## src/rtl/transmissor_dados_jogo_pkg.sv

```systemverilog
// Shared definitions for the game-state UART transmitter: state codes and line levels.
// The PARIDADE state exists only when TRANSMISSOR_PARIDADE_EN is defined.
package transmissor_pkg;

    localparam logic [3:0] EST_OCIOSO     = 4'd0;
    localparam logic [3:0] EST_LE_MEM     = 4'd1;
    localparam logic [3:0] EST_ESPERA_MEM = 4'd2;
    localparam logic [3:0] EST_CARREGA    = 4'd3;
    localparam logic [3:0] EST_START      = 4'd4;
    localparam logic [3:0] EST_DADOS      = 4'd5;
    localparam logic [3:0] EST_STOP       = 4'd6;
    localparam logic [3:0] EST_FIM        = 4'd7;
    localparam logic [3:0] EST_PARIDADE   = 4'd8;

    typedef enum logic [3:0] {
        StOcioso    = EST_OCIOSO,
        StLeMem     = EST_LE_MEM,
        StEsperaMem = EST_ESPERA_MEM,
        StCarrega   = EST_CARREGA,
        StStart     = EST_START,
        StDados     = EST_DADOS,
        StStop      = EST_STOP,
`ifdef TRANSMISSOR_PARIDADE_EN
        StParidade  = EST_PARIDADE,
`endif
        StFim       = EST_FIM
    } estado_t;

    localparam logic        NIVEL_OCIOSO = 1'b1;
    localparam logic        NIVEL_START  = 1'b0;
    localparam logic        NIVEL_STOP   = 1'b1;
    localparam int unsigned BITS_DADOS   = 8;

    // Even parity: the extra bit makes the total count of ones even.
    function automatic logic paridade_par(input logic [BITS_DADOS-1:0] dado);
        return ^dado;
    endfunction

endpackage

```

## src/rtl/transmissor_dados_jogo_if.sv

```systemverilog
// Synchronous-read RAM port between the transmitter (master) and the game-state RAM (slave).
interface transmissor_dados_jogo_if #(
    parameter int unsigned ADDR_W = 4
);
    logic [ADDR_W-1:0] endereco_mem;
    logic [7:0]        dado_mem;

    modport master (output endereco_mem, input dado_mem);
    modport slave  (input endereco_mem, output dado_mem);
endinterface

```

## src/rtl/transmissor_dados_jogo_tick.sv

```systemverilog
// Baud-rate tick generator: counts CLKS_POR_BIT clocks per serial bit, with synchronous clear.
module gerador_tick_baud #(
    parameter int unsigned CLKS_POR_BIT = 434
) (
    input  logic clock,
    input  logic reset,
    input  logic limpa,
    output logic tick
);
    localparam int unsigned CW = (CLKS_POR_BIT > 2) ? $clog2(CLKS_POR_BIT) : 1;
    localparam logic [CW-1:0] ULTIMO = CW'(CLKS_POR_BIT - 1);

    logic [CW-1:0] cnt_clk;

    assign tick = (cnt_clk == ULTIMO);

    always_ff @(posedge clock or negedge reset) begin
        if (!reset) begin
            cnt_clk <= '0;
        end else if (limpa || tick) begin
            cnt_clk <= '0;
        end else begin
            cnt_clk <= cnt_clk + 1'b1;
        end
    end
endmodule

```

## src/rtl/transmissor_dados_jogo.sv

```systemverilog
// Reads NUM_BYTES of game state from RAM and sends them as UART frames, then pulses done.
// Optional even-parity bit per frame with TRANSMISSOR_PARIDADE_EN.
module transmissor_dados_jogo
    import transmissor_pkg::*;
#(
    parameter int unsigned CLKS_POR_BIT = 434,
    parameter int unsigned NUM_BYTES    = 16,
    parameter int unsigned ADDR_W       = 4
) (
    input  logic                       clock,
    input  logic                       reset,
    input  logic                       enviar_dados,
    transmissor_dados_jogo_if.master   mem,
    output logic                       saida_serial,
    output logic                       ocupado,
    output logic                       fim_transmissao_de_dados,
    output logic [3:0]                 db_estado
);
    localparam logic [ADDR_W-1:0] ULTIMO_BYTE = ADDR_W'(NUM_BYTES - 1);

    estado_t                 estado;
    logic [ADDR_W-1:0]       cnt_byte;
    logic [2:0]              cnt_bit;
    logic [BITS_DADOS-1:0]   shift;
    logic                    paridade;
    logic                    tick;
    logic                    em_quadro;

    // Baud counter only runs while a frame is on the line, so every bit starts aligned.
    always_comb begin
        em_quadro = 1'b0;
        case (estado)
            StStart, StDados, StStop: em_quadro = 1'b1;
`ifdef TRANSMISSOR_PARIDADE_EN
            StParidade:               em_quadro = 1'b1;
`endif
            default:                  em_quadro = 1'b0;
        endcase
    end

    gerador_tick_baud #(
        .CLKS_POR_BIT(CLKS_POR_BIT)
    ) u_tick (
        .clock(clock),
        .reset(reset),
        .limpa(!em_quadro),
        .tick (tick)
    );

    always_ff @(posedge clock or negedge reset) begin
        if (!reset) begin
            estado   <= StOcioso;
            cnt_byte <= '0;
            cnt_bit  <= '0;
            shift    <= '0;
            paridade <= 1'b0;
        end else begin
            case (estado)
                StOcioso: begin
                    if (enviar_dados) begin
                        cnt_byte <= '0;
                        estado   <= StLeMem;
                    end
                end
                StLeMem:     estado <= StEsperaMem;
                StEsperaMem: estado <= StCarrega;
                StCarrega: begin
                    shift    <= mem.dado_mem;
                    paridade <= paridade_par(mem.dado_mem);
                    cnt_bit  <= '0;
                    estado   <= StStart;
                end
                StStart: begin
                    if (tick) estado <= StDados;
                end
                StDados: begin
                    if (tick) begin
                        shift <= {1'b0, shift[BITS_DADOS-1:1]};
                        if (cnt_bit == 3'd7) begin
`ifdef TRANSMISSOR_PARIDADE_EN
                            estado <= StParidade;
`else
                            estado <= StStop;
`endif
                        end else begin
                            cnt_bit <= cnt_bit + 3'd1;
                        end
                    end
                end
`ifdef TRANSMISSOR_PARIDADE_EN
                StParidade: begin
                    if (tick) estado <= StStop;
                end
`endif
                StStop: begin
                    if (tick) begin
                        if (cnt_byte == ULTIMO_BYTE) begin
                            estado <= StFim;
                        end else begin
                            cnt_byte <= cnt_byte + 1'b1;
                            estado   <= StLeMem;
                        end
                    end
                end
                StFim:   estado <= StOcioso;
                default: estado <= StOcioso;
            endcase
        end
    end

    // Outputs decode registered state only; no input reaches them combinationally.
    always_comb begin
        saida_serial = NIVEL_OCIOSO;
        case (estado)
            StStart:    saida_serial = NIVEL_START;
            StDados:    saida_serial = shift[0];
`ifdef TRANSMISSOR_PARIDADE_EN
            StParidade: saida_serial = paridade;
`endif
            StStop:     saida_serial = NIVEL_STOP;
            default:    saida_serial = NIVEL_OCIOSO;
        endcase
    end

    assign ocupado                  = (estado != StOcioso);
    assign fim_transmissao_de_dados = (estado == StFim);
    assign db_estado                = estado;
    assign mem.endereco_mem         = cnt_byte;

`ifndef TRANSMISSOR_PARIDADE_EN
    logic paridade_sem_uso;
    assign paridade_sem_uso = paridade;
`endif

endmodule
```

## src/flat_wrapper.sv

```systemverilog
// flat-port wrapper written by rule: the top's interface ports become plain ports
module transmissor_dados_jogo_flat import transmissor_pkg::*;
#(
    parameter int unsigned CLKS_POR_BIT = 434,
    parameter int unsigned NUM_BYTES    = 16,
    parameter int unsigned ADDR_W       = 4
)
  (clock, reset, enviar_dados, saida_serial, ocupado, fim_transmissao_de_dados, db_estado, mem_endereco_mem, mem_dado_mem);
  transmissor_dados_jogo_if #(.ADDR_W(ADDR_W)) mem_i ();
  input  logic clock;
  input  logic reset;
  input  logic enviar_dados;
  output logic saida_serial;
  output logic ocupado;
  output logic fim_transmissao_de_dados;
  output logic [3:0] db_estado;
  output wire logic [$bits(mem_i.endereco_mem)-1:0] mem_endereco_mem;
  input wire logic [$bits(mem_i.dado_mem)-1:0] mem_dado_mem;
  assign mem_endereco_mem = mem_i.endereco_mem;
  assign mem_i.dado_mem = mem_dado_mem;
  transmissor_dados_jogo #(.CLKS_POR_BIT(CLKS_POR_BIT), .NUM_BYTES(NUM_BYTES), .ADDR_W(ADDR_W)) u_core (.clock(clock), .reset(reset), .enviar_dados(enviar_dados), .mem(mem_i), .saida_serial(saida_serial), .ocupado(ocupado), .fim_transmissao_de_dados(fim_transmissao_de_dados), .db_estado(db_estado));
endmodule
```

## config.mk

```make
export PLATFORM = sky130hd
export DESIGN_NAME = transmissor_dados_jogo_flat
export DESIGN_NICKNAME = d
export VERILOG_FILES = /design/src/rtl/transmissor_dados_jogo_pkg.sv /design/src/rtl/transmissor_dados_jogo_if.sv /design/src/rtl/transmissor_dados_jogo_tick.sv /design/src/rtl/transmissor_dados_jogo.sv /design/src/flat_wrapper.sv
export SDC_FILE = /design/constraint.sdc
export NUM_CORES = 1
export LEC_CHECK = 0
export BUFFER_PORTS_ARGS = -buffer_cell sky130_fd_sc_hd__buf_4
export CAP_MARGIN = 20
export CORE_MARGIN = 2
export CORE_UTILIZATION = 50
export CTS_CLUSTER_SIZE = 10
export DETAILED_ROUTE_END_ITERATION = 8
export PLACE_DENSITY = 0.72
export SYNTH_ARGS = -nofsm -noshare
export SYNTH_HDL_FRONTEND = slang
export SYNTH_SLANG_ARGS = --single-unit
```

## constraint.sdc

```tcl
create_clock -name clock -period 1.54 [get_ports clock]
set_input_delay 0.308 -clock clock [delete_from_list [all_inputs] [get_ports clock]]
set_output_delay 0.308 -clock clock [all_outputs]
set_load 0.05 [all_outputs]
```

==> Word level (Yosys, flattened, before mapping) <==
Cells that the tools add are included.
{ "classes": {"add_sub_neg": 3, "eq_ne": 17, "n_mux": 19, "reduce_logical": 11} }
{ "ops": {"columns": ["op", "count"], "rows": [
  ["4-bit two-way mux", 8],
  ["4-bit one-hot mux with 7 select lines", 1],
  ["4-bit by 3-bit equality test with 1-bit output, second input constant", 4],
  ["8-bit one-hot mux with 2 select lines", 1],
  ["2-bit != test, second input constant", 6],
  ["9-bit by 1-bit adder with 9-bit output, second input constant", 1],
  ["9-bit equality test, second input constant", 1],
  ["3-bit two-way mux", 3],
  ["9-bit two-way mux", 1],
  ["4-bit by 2-bit equality test with 1-bit output, second input constant", 2],
  ["8-bit two-way mux", 1],
  ["4-bit one-hot mux with 2 select lines", 1],
  ["3-bit one-hot mux with 2 select lines", 1],
  ["5-bit AND reduction", 1],
  ["4-bit by 1-bit adder with 4-bit output, second input constant", 1],
  ["4-bit by 1-bit equality test with 1-bit output, second input constant", 1],
  ["4-bit equality test, second input constant", 1],
  ["4-bit logical NOT", 1],
  ["4-bit AND reduction", 1],
  ["2-bit nonzero test", 2],
  ["4-bit nonzero test", 1],
  ["3-bit by 1-bit adder with 3-bit output, second input constant", 1],
  ["3-bit equality test, second input constant", 1],
  ["3-bit AND reduction", 1],
  ["7 further kinds", 7]
]} }
{ "word_totals": {"reg_bits": 28, "input_bits": 11, "wordCells": 55} }

==> Depth between registers and ports, before layout <==
Gate-level depths: netlist of run 1.
{ "logic_depth": {"word_depth": 6, "mapped_depth": 6} }

==> Cells and area by module <==
Synthesis of run 1 repeated with hierarchy kept, for this count alone.
{ "unflattened": {"hier_cells": 163, "hier_area_um2": 1584.0} }
{ "by_module_without_submodules": {"columns": ["mod", "n_inst", "cells_each", "area_each_um2", "seq_area_each_um2"], "rows": [
  ["transmissor_dados_jogo", 1, 115, 1098.6, 450.4],
  ["gerador_tick_baud", 1, 48, 485.5, 225.2]
]} }

==> Least setup slack after synthesis of run 1 <==
Ideal clock, no wire load.
{ "synth_path": {"path_kind": "register to output", "startpoint": "register u_core.estado[0], in the netlist u_core.db_estado[0]", "endpoint": "output port fim_transmissao_de_dados", "arrival_time_ns": 1.646, "t_required_ns": 1.232, "path_slack_ns": -0.414, "stages_incl_launch_ff": 4, "path_buffers": 2, "path_cell_list": "dfrtp_1 > clkbuf_1 > clkbuf_1 > and3_1"} }
{ "synth_via": {"elab_chain_len": 1} }
{ "synth_lines": {"columns": ["element", "line", "text"], "rows": [
  ["start, declared", "transmissor_dados_jogo.sv:21", "estado_t estado;"],
  ["start signal, assigned", "transmissor_dados_jogo.sv:52", "estado <= StOcioso;"],
  ["start signal, assigned", "transmissor_dados_jogo.sv:62", "estado <= StLeMem;"],
  ["start signal, assigned", "transmissor_dados_jogo.sv:65", "StLeMem: estado <= StEsperaMem;"],
  ["4-bit by 3-bit equality test with 1-bit output", "transmissor_dados_jogo.sv:126", "assign fim_transmissao_de_dados = (estado == StFim);"],
  ["end, declared", "flat_wrapper.sv:15", "output logic fim_transmissao_de_dados;"]
]} }
No other way between the ends.

==> Worst setup path in the final report of run 1 <==
{ "layout_path": {"startpoint": "register u_core.estado[0], in the netlist u_core.db_estado[0]", "endpoint": "register u_core.cnt_byte[3], in the netlist u_core.mem.endereco_mem[3]"} }
{ "layout_via": {"elab_chain_len": 3, "elab_cells_between_ends": 8} }
{ "layout_lines": {"columns": ["element", "line", "text"], "rows": [
  ["4-bit by 3-bit equality test with 1-bit output / 4-bit logical NOT (equally long branches)", "transmissor_dados_jogo.sv:58", "case (estado)"],
  ["2-bit != test (no source line) / 2-bit nonzero test (equally long branches)", null, null],
  ["4-bit AND reduction (no source line)", null, null],
  ["end signal, assigned", "transmissor_dados_jogo.sv:100", "cnt_byte <= cnt_byte + 1'b1;"],
  ["end, declared", "transmissor_dados_jogo.sv:22", "logic [ADDR_W-1:0] cnt_byte;"]
]} }
Several ways; a longest one is shown, not always the timed one.
A chain may end at the register's enable or synchronous reset.

==> key figures, run 1 <==
Layout
  • Filler cell count: 186
  • Final net count: 204
  • Ant diodes: 0
  • Area Growth Syn to Fin: 43.7%
  • Design area: 2080 um2
  • Share of layout cells above drive strength 1: 0.524

Logic synthesis
  • Post-synth top flop: dfrtp_1
  • Post-synthesis register bit count: 27
  • Top post-synthesis cells by count: dfrtp_1 (27), mux2_2 (15), nor2_1 (13)
  • Post-synthesis cell count: 137
  • Mapped cell area: 1450 um2
  • Most common cell in the netlist: dfrtp_1
  • Sequential area share after synthesis: 0.466
  • Syn Nets: 153
  • Area share of the largest cell type after synthesis: 0.466
  • Asr flop ratio synth: 1.00
  • Yosys top cell by area: dfrtp_1
  • Ys Warns: 0
  • Post-synth EDFFs: 0
  • Syn Area/Cell: 10.6 um2
  • Synth top area cells: dfrtp_1 (47%), mux2_2 (12%), ha_1 (4.3%)
  • Distinct cells, synth: 35

Run status
  • Failing checks: negative setup slack
  • Status: finished with violations

Worst setup path
  • CP startpoint kind: register
  • Worst Path Max Fanout: 5
  • Critical R2R Capture: u_core.mem.endereco_mem[3]$_DFFE_PN0P_
  • CP arrival: 1.86 ns
  • Worst reg2reg setup slack: -0.1 ns
  • RR Startpoint: u_core.db_estado[0]$_DFFE_PN0P_
  • Crit path to: u_core.mem.endereco_mem[3]$_DFFE_PN0P_
  • Critical path startpoint: u_core.db_estado[0]$_DFFE_PN0P_
  • Setup crit end kind: register
  • CP cell instances: buf_4 -> and3b_1 -> nand2_1 -> or3_4 -> mux2i_1
  • Maximum single-stage delay on the critical path: 0.47 ns
  • CP max stage cell: dfrtp_2
  • Reg2Reg Depth: 5
  • Worst path required time: 1.77 ns
  • Crit Path Category: register to register

Timing
  • Setup slack after layout: -0.0955 ns
  • Hold Violations, Final: 0
  • Setup Skew: 0.00144 ns
  • # setup viols final: 19
  • Max-slew violations: 0
  • Minimum clock period: 1.64 ns
  • Crit share post-route: 1.06
  • RSZ-0062 raised after global routing: yes
  • Maximum clock frequency: 611 MHz

Global route
  • Total Routing Usage GR: 0.221
  • Largest net degree at the start of global routing: 28
  • First-pass GRT wire length: 5650 um
  • Grt total ovfl: 0
  • Antenna violations before repair: 0
  • Number of global-route vias before repair: 1255

Route
  • Pre-antenna DRT Iters: 4
  • Vias: 1235
  • Routed vias/inst: 5.67
  • DRT Wirelength: 3380 um
  • Remaining DRCs: 0
  • Starting DRT DRC Count: 34
  • Routed Antenna Nets: 0
  • Wirelength per Cell: 15.5 um

Power and ir drop
  • Combinational power share: 0.599
  • Leak: 0.956 nW
  • Design Power: 3.43 mW
  • Sw Ratio: 0.426
  • P per Cell Area: 1640 nW/um2
  • Peak VDD IR: 1490 uV
  • Sequential share of power: 0.311
  • P_int: 1.97 mW
  • Psw: 1.46 mW
  • Power share of the clock group: 0.091

Die
  • DIE AREA: 3350 um2
  • Die H: 57.9 um
  • Rows: 19
  • Die X: 57.9 um
  • Starting Density: 0.526
  • Core area: 2760 um2
  • Io pins: 22

Placement
  • Detail Placement HPWL: 2300 um
  • Cell Area, Placed: 1810 um2
  • RD Place Congestion: 0.776
  • I/O Buffers: 20

Clock tree
  • CTS H-tree lvls: 1
  • Worst skew pair latency: 0.33 ns
  • Number of CTS-inserted buffers: 3
  • CTS root buf: clkbuf_4
  • CTS tree: yes
  • Maximum root-to-sink buffer count: 2
  • Worst-path clk slew: 0.15 ns
  • Clock sinks: 27

Worst hold path
  • Hold WC Path Type: primary input to register

Run
  • Max-cap violation count: 0
==> kinds of logic (layout without fill, tap and decap cells) <==
| logic type | count (synthesis) | count (layout) | synth area share |
|---|---|---|---|
| and+or+nand+nor | 47 | 47 | 0.180 |
| DFF | 27 | 27 | 0.466 |
| AOI/OAI and AO/OA | 22 | 22 | 0.100 |
| muxes | 18 | 18 | 0.137 |
| buffers and inverters | 10 | 60 | 0.0285 |
| xor gates and xnor gates | 7 | 7 | 0.0423 |
| adders and majority gates | 5 | 5 | 0.0431 |
| other | 1 | 1 | 0.00259 |
==> cell type report <==
class	instances	area [um2]	share of cell area
clock inverters	1	5.00	0.00240
multi-input cells	100	878	0.422
repair buffers	51	438	0.210
clock buffers	3	22.5	0.0108
well taps	31	38.8	0.0186
flip-flops and latches	27	682	0.327
inverters	5	18.8	0.00901
==> per-layer routing <==
metal | up-vias | global-route usage | wire (um) | part of all wire
li1 | 580 | - | - | -
met2 | 38 | 0.399 | 1780 | 0.53
met5 | - | 0 | 0 | 0
met1 | 611 | 0.262 | 1400 | 0.41
met3 | 6 | 0.0402 | 158 | 0.047
met4 | 0 | 0.0764 | 42 | 0.012
==> cells in the final DEF (no fill, tap or decap), types with 3 or more instances in the layout <==
master	netlist	routed
buf_4	1	38
xnor2_1	5	5
clkbuf_4	0	3
dfrtp_2	0	5
a31oi_1	3	3
dfrtp_1	27	22
o21ai_0	6	3
nand2_1	10	8
nor2_1	13	12
nand3_1	7	5
a21oi_1	3	3
mux2i_1	3	3
mux2_2	15	14
inv_1	5	3
buf_6	0	10
==> worst min path at each step <==
| stage | startpoint | endpoint | slack (ns) | cells after the start |
|---|---|---|---|---|
| after floorplan | reset | u_core.cnt_bit[0]$_DFFE_PN0P_ | 0.01 | 0 |
| after global placement | reset | u_core.mem.endereco_mem[3]$_DFFE_PN0P_ | 0.24 | 1 |
| after detailed placement | reset | u_core.mem.endereco_mem[2]$_DFFE_PN0P_ | 0.24 | 1 |
| after CTS | mem_dado_mem[1] | u_core.shift[1]$_DFFE_PN0P_ | 0.32 | 3 |
| after global routing | mem_dado_mem[3] | u_core.shift[3]$_DFFE_PN0P_ | 0.32 | 3 |
| final | mem_dado_mem[0] | u_core.shift[0]$_DFFE_PN0P_ | 0.33 | 3 |
==> what timing repair did <==
item / 4_1_cts / 5_1_grt
endpoints found under the setup margin: 29 / 30
gates cloned: 0 / 0
pin swaps: 9 / 5
gates resized for setup: 28 / 10
buffers inserted: 7 / 2
endpoints found under the hold margin: 27 / 0
hold buffers: 1 / 0
==> power groups by stage <==
stage          registers [mW]  logic, mW  clock network [mW]
2_1_floorplan            1.26      0.914                   0
3_3_place_gp             1.09       1.50                   0
3_5_place_dp             1.11       1.58                   0
4_1_cts                  1.06       1.89               0.319
5_1_grt                  1.09       2.19               0.353
6_report                 1.06       2.05               0.311
==> through the flow <==
stage               hold slack, ns  setup TNS [ns]   util  worst slack [ns]  instances
floorplan                   0.0124          -0.217      -           -0.0957        137
global placement             0.239          -0.290  0.656           -0.0491        204
detailed placement           0.243           -1.12  0.656            -0.116        204
CTS                          0.321           -1.39  0.730            -0.140        216
global route                 0.317           -2.71  0.755            -0.168        218
finish                       0.328          -0.797  0.755           -0.0955        218
==> registers in the layout (all words and copies together) (netlist names) <==
| signal | cells |
|---|---|
| u_core.shift | 8 |
| u_core.u_tick.cnt_clk | 9 |
| u_core.db_estado | 3 |
| u_core.mem.endereco_mem | 4 |
| u_core.cnt_bit | 3 |
==> worst max-delay path, delay by kind of cell, from the launching register on <==
family                 cells  cell delay (ns)
multiplexers               1             0.12
flip-flops                 1             0.47
AND/OR/NAND/NOR            3             0.78
buffers and inverters      1             0.15
Power figures use the tool's default switching activity.
==> run 2, diff against run 1 <==
--- a/config.mk
+++ b/config.mk
@@ -5,7 +5,7 @@
 export SDC_FILE = /design/constraint.sdc
 export NUM_CORES = 1
 export LEC_CHECK = 0
-export BUFFER_PORTS_ARGS = -buffer_cell sky130_fd_sc_hd__buf_4
+export BUFFER_PORTS_ARGS = -buffer_cell sky130_fd_sc_hd__buf_2
 export CAP_MARGIN = 20
 export CORE_MARGIN = 2
 export CORE_UTILIZATION = 50
==> constraint.sdc (replaced) <==
create_clock -name clock -period 1.54 [get_ports clock]
set_input_delay 0.154 -clock clock [delete_from_list [all_inputs] [get_ports clock]]
set_output_delay 0.154 -clock clock [all_outputs]
set_load 0.05 [all_outputs]
==> key figures, run 2 (same netlist as run 1, synthesis figures left out) <==
Run status
  • Status: finished with violations
  • Failing checks: negative setup slack

Layout
  • Share of layout cells above drive strength 1: 0.497 (-0.0269)
  • Largest Register: u_core.u_tick.cnt_clk
  • Most frequent cells in the layout: dfrtp_1 (22), buf_2 (17), buf_4 (16)
  • Number of non-filler instances in the completed layout: 210 (-3.7%)
  • Final net count: 196 (-3.9%)
  • Area Growth Syn to Fin: 34.0%
  • Max FFs per register: 9 (unchanged)
  • Commonest non-fill, non-tap cell in the layout: dfrtp_1
  • Design area: 1940 um2 (-6.7%)
  • Ant diodes: 0 (unchanged)

Route
  • Vias: 1192 (-3.5%)
  • DRT Wirelength: 3170 um (-6.2%)
  • Remaining DRCs: 0 (unchanged)
  • Wirelength per Cell: 15.1 um (-2.7%)
  • Routed Antenna Nets: 0 (unchanged)
  • Pre-antenna DRT Iters: 4 (unchanged)
  • Starting DRT DRC Count: 82 (+140%)
  • Routed vias/inst: 5.68 (+0.20%)

Global route
  • Largest net degree at the start of global routing: 28 (unchanged)
  • Antenna violations before repair: 0 (unchanged)
  • Grt total ovfl: 0 (unchanged)
  • Number of global-route vias before repair: 1213 (-3.3%)
  • Total Routing Usage GR: 0.199 (-0.0218)
  • First-pass GRT wire length: 5200 um (-7.9%)

Timing
  • Max-slew violations: 0 (unchanged)
  • Setup Skew: 0.00831 ns (+0.00687 ns)
  • RSZ-0062 raised after global routing: yes
  • Transition time of the tightest slew-check pin: 0.605 ns
  • Maximum clock frequency: 614 MHz (+0.37%)
  • Minimum clock period: 1.63 ns (-0.00607 ns)
  • Hold Violations, Final: 0 (unchanged)
  • # setup viols final: 13 (-6)
  • Slew margin rel.: 0.597
  • Setup slack after layout: -0.0894 ns (+0.00607 ns)
  • Crit share post-route: 1.06 (-0.00394)

Worst setup path
  • Worst Path Max Fanout: 11 (+6)
  • Crit Path Category: register to register
  • CP startpoint kind: register
  • Maximum single-stage delay on the critical path: 0.56 ns (+0.09 ns)
  • CP max stage cell: dfrtp_2
  • CP delay by family, top: simple AND/OR/NAND/NOR gates
  • Bufs and invs on worst path: 0 (-1)
  • CP arrival: 1.86 ns (about the same)
  • CP cell instances: and3b_1 -> nand2_1 -> or3_4 -> mux2i_1
  • Worst path required time: 1.77 ns (about the same)
  • Setup crit end kind: register

Run
  • Max-cap violation count: 0 (unchanged)

Die
  • Core area: 2760 um2 (unchanged)
  • Starting Density: 0.526 (unchanged)
  • Io pins: 22 (unchanged)
  • Die H: 57.9 um (unchanged)
  • DIE AREA: 3350 um2 (unchanged)
  • Rows: 19 (unchanged)
  • Die X: 57.9 um (unchanged)

Placement
  • I/O Buffers: 20 (unchanged)
  • RD Place Congestion: 0.799 (+3.0%)
  • Number of placed cells counting well taps: 203 (-0.49%)
  • Detail Placement HPWL: 2170 um (-5.5%)
  • Cell Area, Placed: 1750 um2 (-3.4%)
  • Pre-CTS setup slack: -0.0971 ns (+0.0185 ns)

Power and ir drop
  • Sequential share of power: 0.349 (+0.038)
  • Leak: 0.892 nW (-6.8%)
  • Power share of the clock group: 0.097 (+0.006)
  • Sw Ratio: 0.437 (+0.0112)
  • Design Power: 3.17 mW (-7.4%)
  • Peak VDD IR: 1630 uV (+9.8%)
  • Combinational power share: 0.554 (-0.045)
  • P_int: 1.79 mW (-9.3%)
  • P per Cell Area: 1630 nW/um2 (-0.77%)
  • Psw: 1.39 mW (-5.0%)

Clock tree
  • Worst-path clk slew: 0.15 ns (about the same)
  • CTS root buf: clkbuf_4
  • Number of CTS-inserted buffers: 3 (unchanged)
  • Maximum root-to-sink buffer count: 2 (unchanged)
  • Clock sinks: 27 (unchanged)
  • Worst skew pair latency: 0.33 ns (about the same)
  • CTS tree: yes
  • CTS H-tree lvls: 1 (unchanged)

Worst hold path
  • Hold WC Path Type: primary input to register
[run 2: worst register-to-register path: cells and delay by family (launching register included)]
kind,cells,cell delay (ns)
multiplexers,1,0.12
flip-flops,1,0.56
AND/OR/NAND/NOR,3,0.86
[run 2: per-stage QoR]
stage	hold slack (ns)	utilization	TNS (ns)
2_1_floorplan	-0.142	-	-0.214
3_3_place_gp	0.189	0.633	-0.380
3_5_place_dp	0.198	0.633	-0.734
4_1_cts	0.139	0.665	-0.961
5_1_grt	0.128	0.705	-2.29
6_report	0.139	0.705	-0.860
[run 2: final timing paths]
| check | start | to | slack, ns | cells past startpoint |
|---|---|---|---|---|
| max in group asynchronous | reset | u_core.db_estado[2]$_DFFE_PN0P_ | 0.76 | 2 |
| worst max register to register | u_core.db_estado[1]$_DFFE_PN0P_ | u_core.mem.endereco_mem[3]$_DFFE_PN0P_ | -0.09 | 4 |
| worst min-delay path | mem_dado_mem[7] | u_core.shift[7]$_DFFE_PN0P_ | 0.14 | 3 |
| worst max-delay path | u_core.db_estado[1]$_DFFE_PN0P_ | u_core.mem.endereco_mem[3]$_DFFE_PN0P_ | -0.09 | 4 |
| min in group asynchronous | reset | u_core.mem.endereco_mem[2]$_DFFE_PN0P_ | 0.34 | 2 |
| worst min register to register | u_core.mem.endereco_mem[0]$_DFFE_PN0P_ | u_core.mem.endereco_mem[0]$_DFFE_PN0P_ | 0.52 | 1 |
[run 2: power groups by stage]
stage | clock network, mW | registers, mW | logic, mW
3_5_place_dp | 0 | 1.10 | 1.48
3_3_place_gp | 0 | 1.08 | 1.44
6_report | 0.308 | 1.11 | 1.76
5_1_grt | 0.350 | 1.14 | 1.88
2_1_floorplan | 0 | 1.26 | 0.884
4_1_cts | 0.323 | 1.09 | 1.57
[run 2: final cells by class]
type	instances	area, um2
clock buffer	3	22.5
clock inverter	1	5.00
fill	210	815
inverter	5	18.8
multi-input combinational	100	867
sequential	27	682
tap	31	38.8
timing repair buffer	43	309
[run 2: repair_timing]
| action | in CTS | in global routing |
|---|---|---|
| gates resized for setup | 13 | 20 |
| hold buffers | 1 | 0 |
| buffers inserted | 0 | 2 |
| pin swaps | 5 | 10 |
| setup endpoints to repair | 21 | 29 |
| endpoints found under the hold margin | 27 | 0 |
[run 2: layer usage]
metal | share of wire | vias up | track usage
met5 | 0 | - | 0
met4 | 0.018 | 0 | 0.0698
met3 | 0.039 | 8 | 0.0268
met2 | 0.52 | 36 | 0.351
met1 | 0.42 | 587 | 0.250
li1 | - | 561 | -
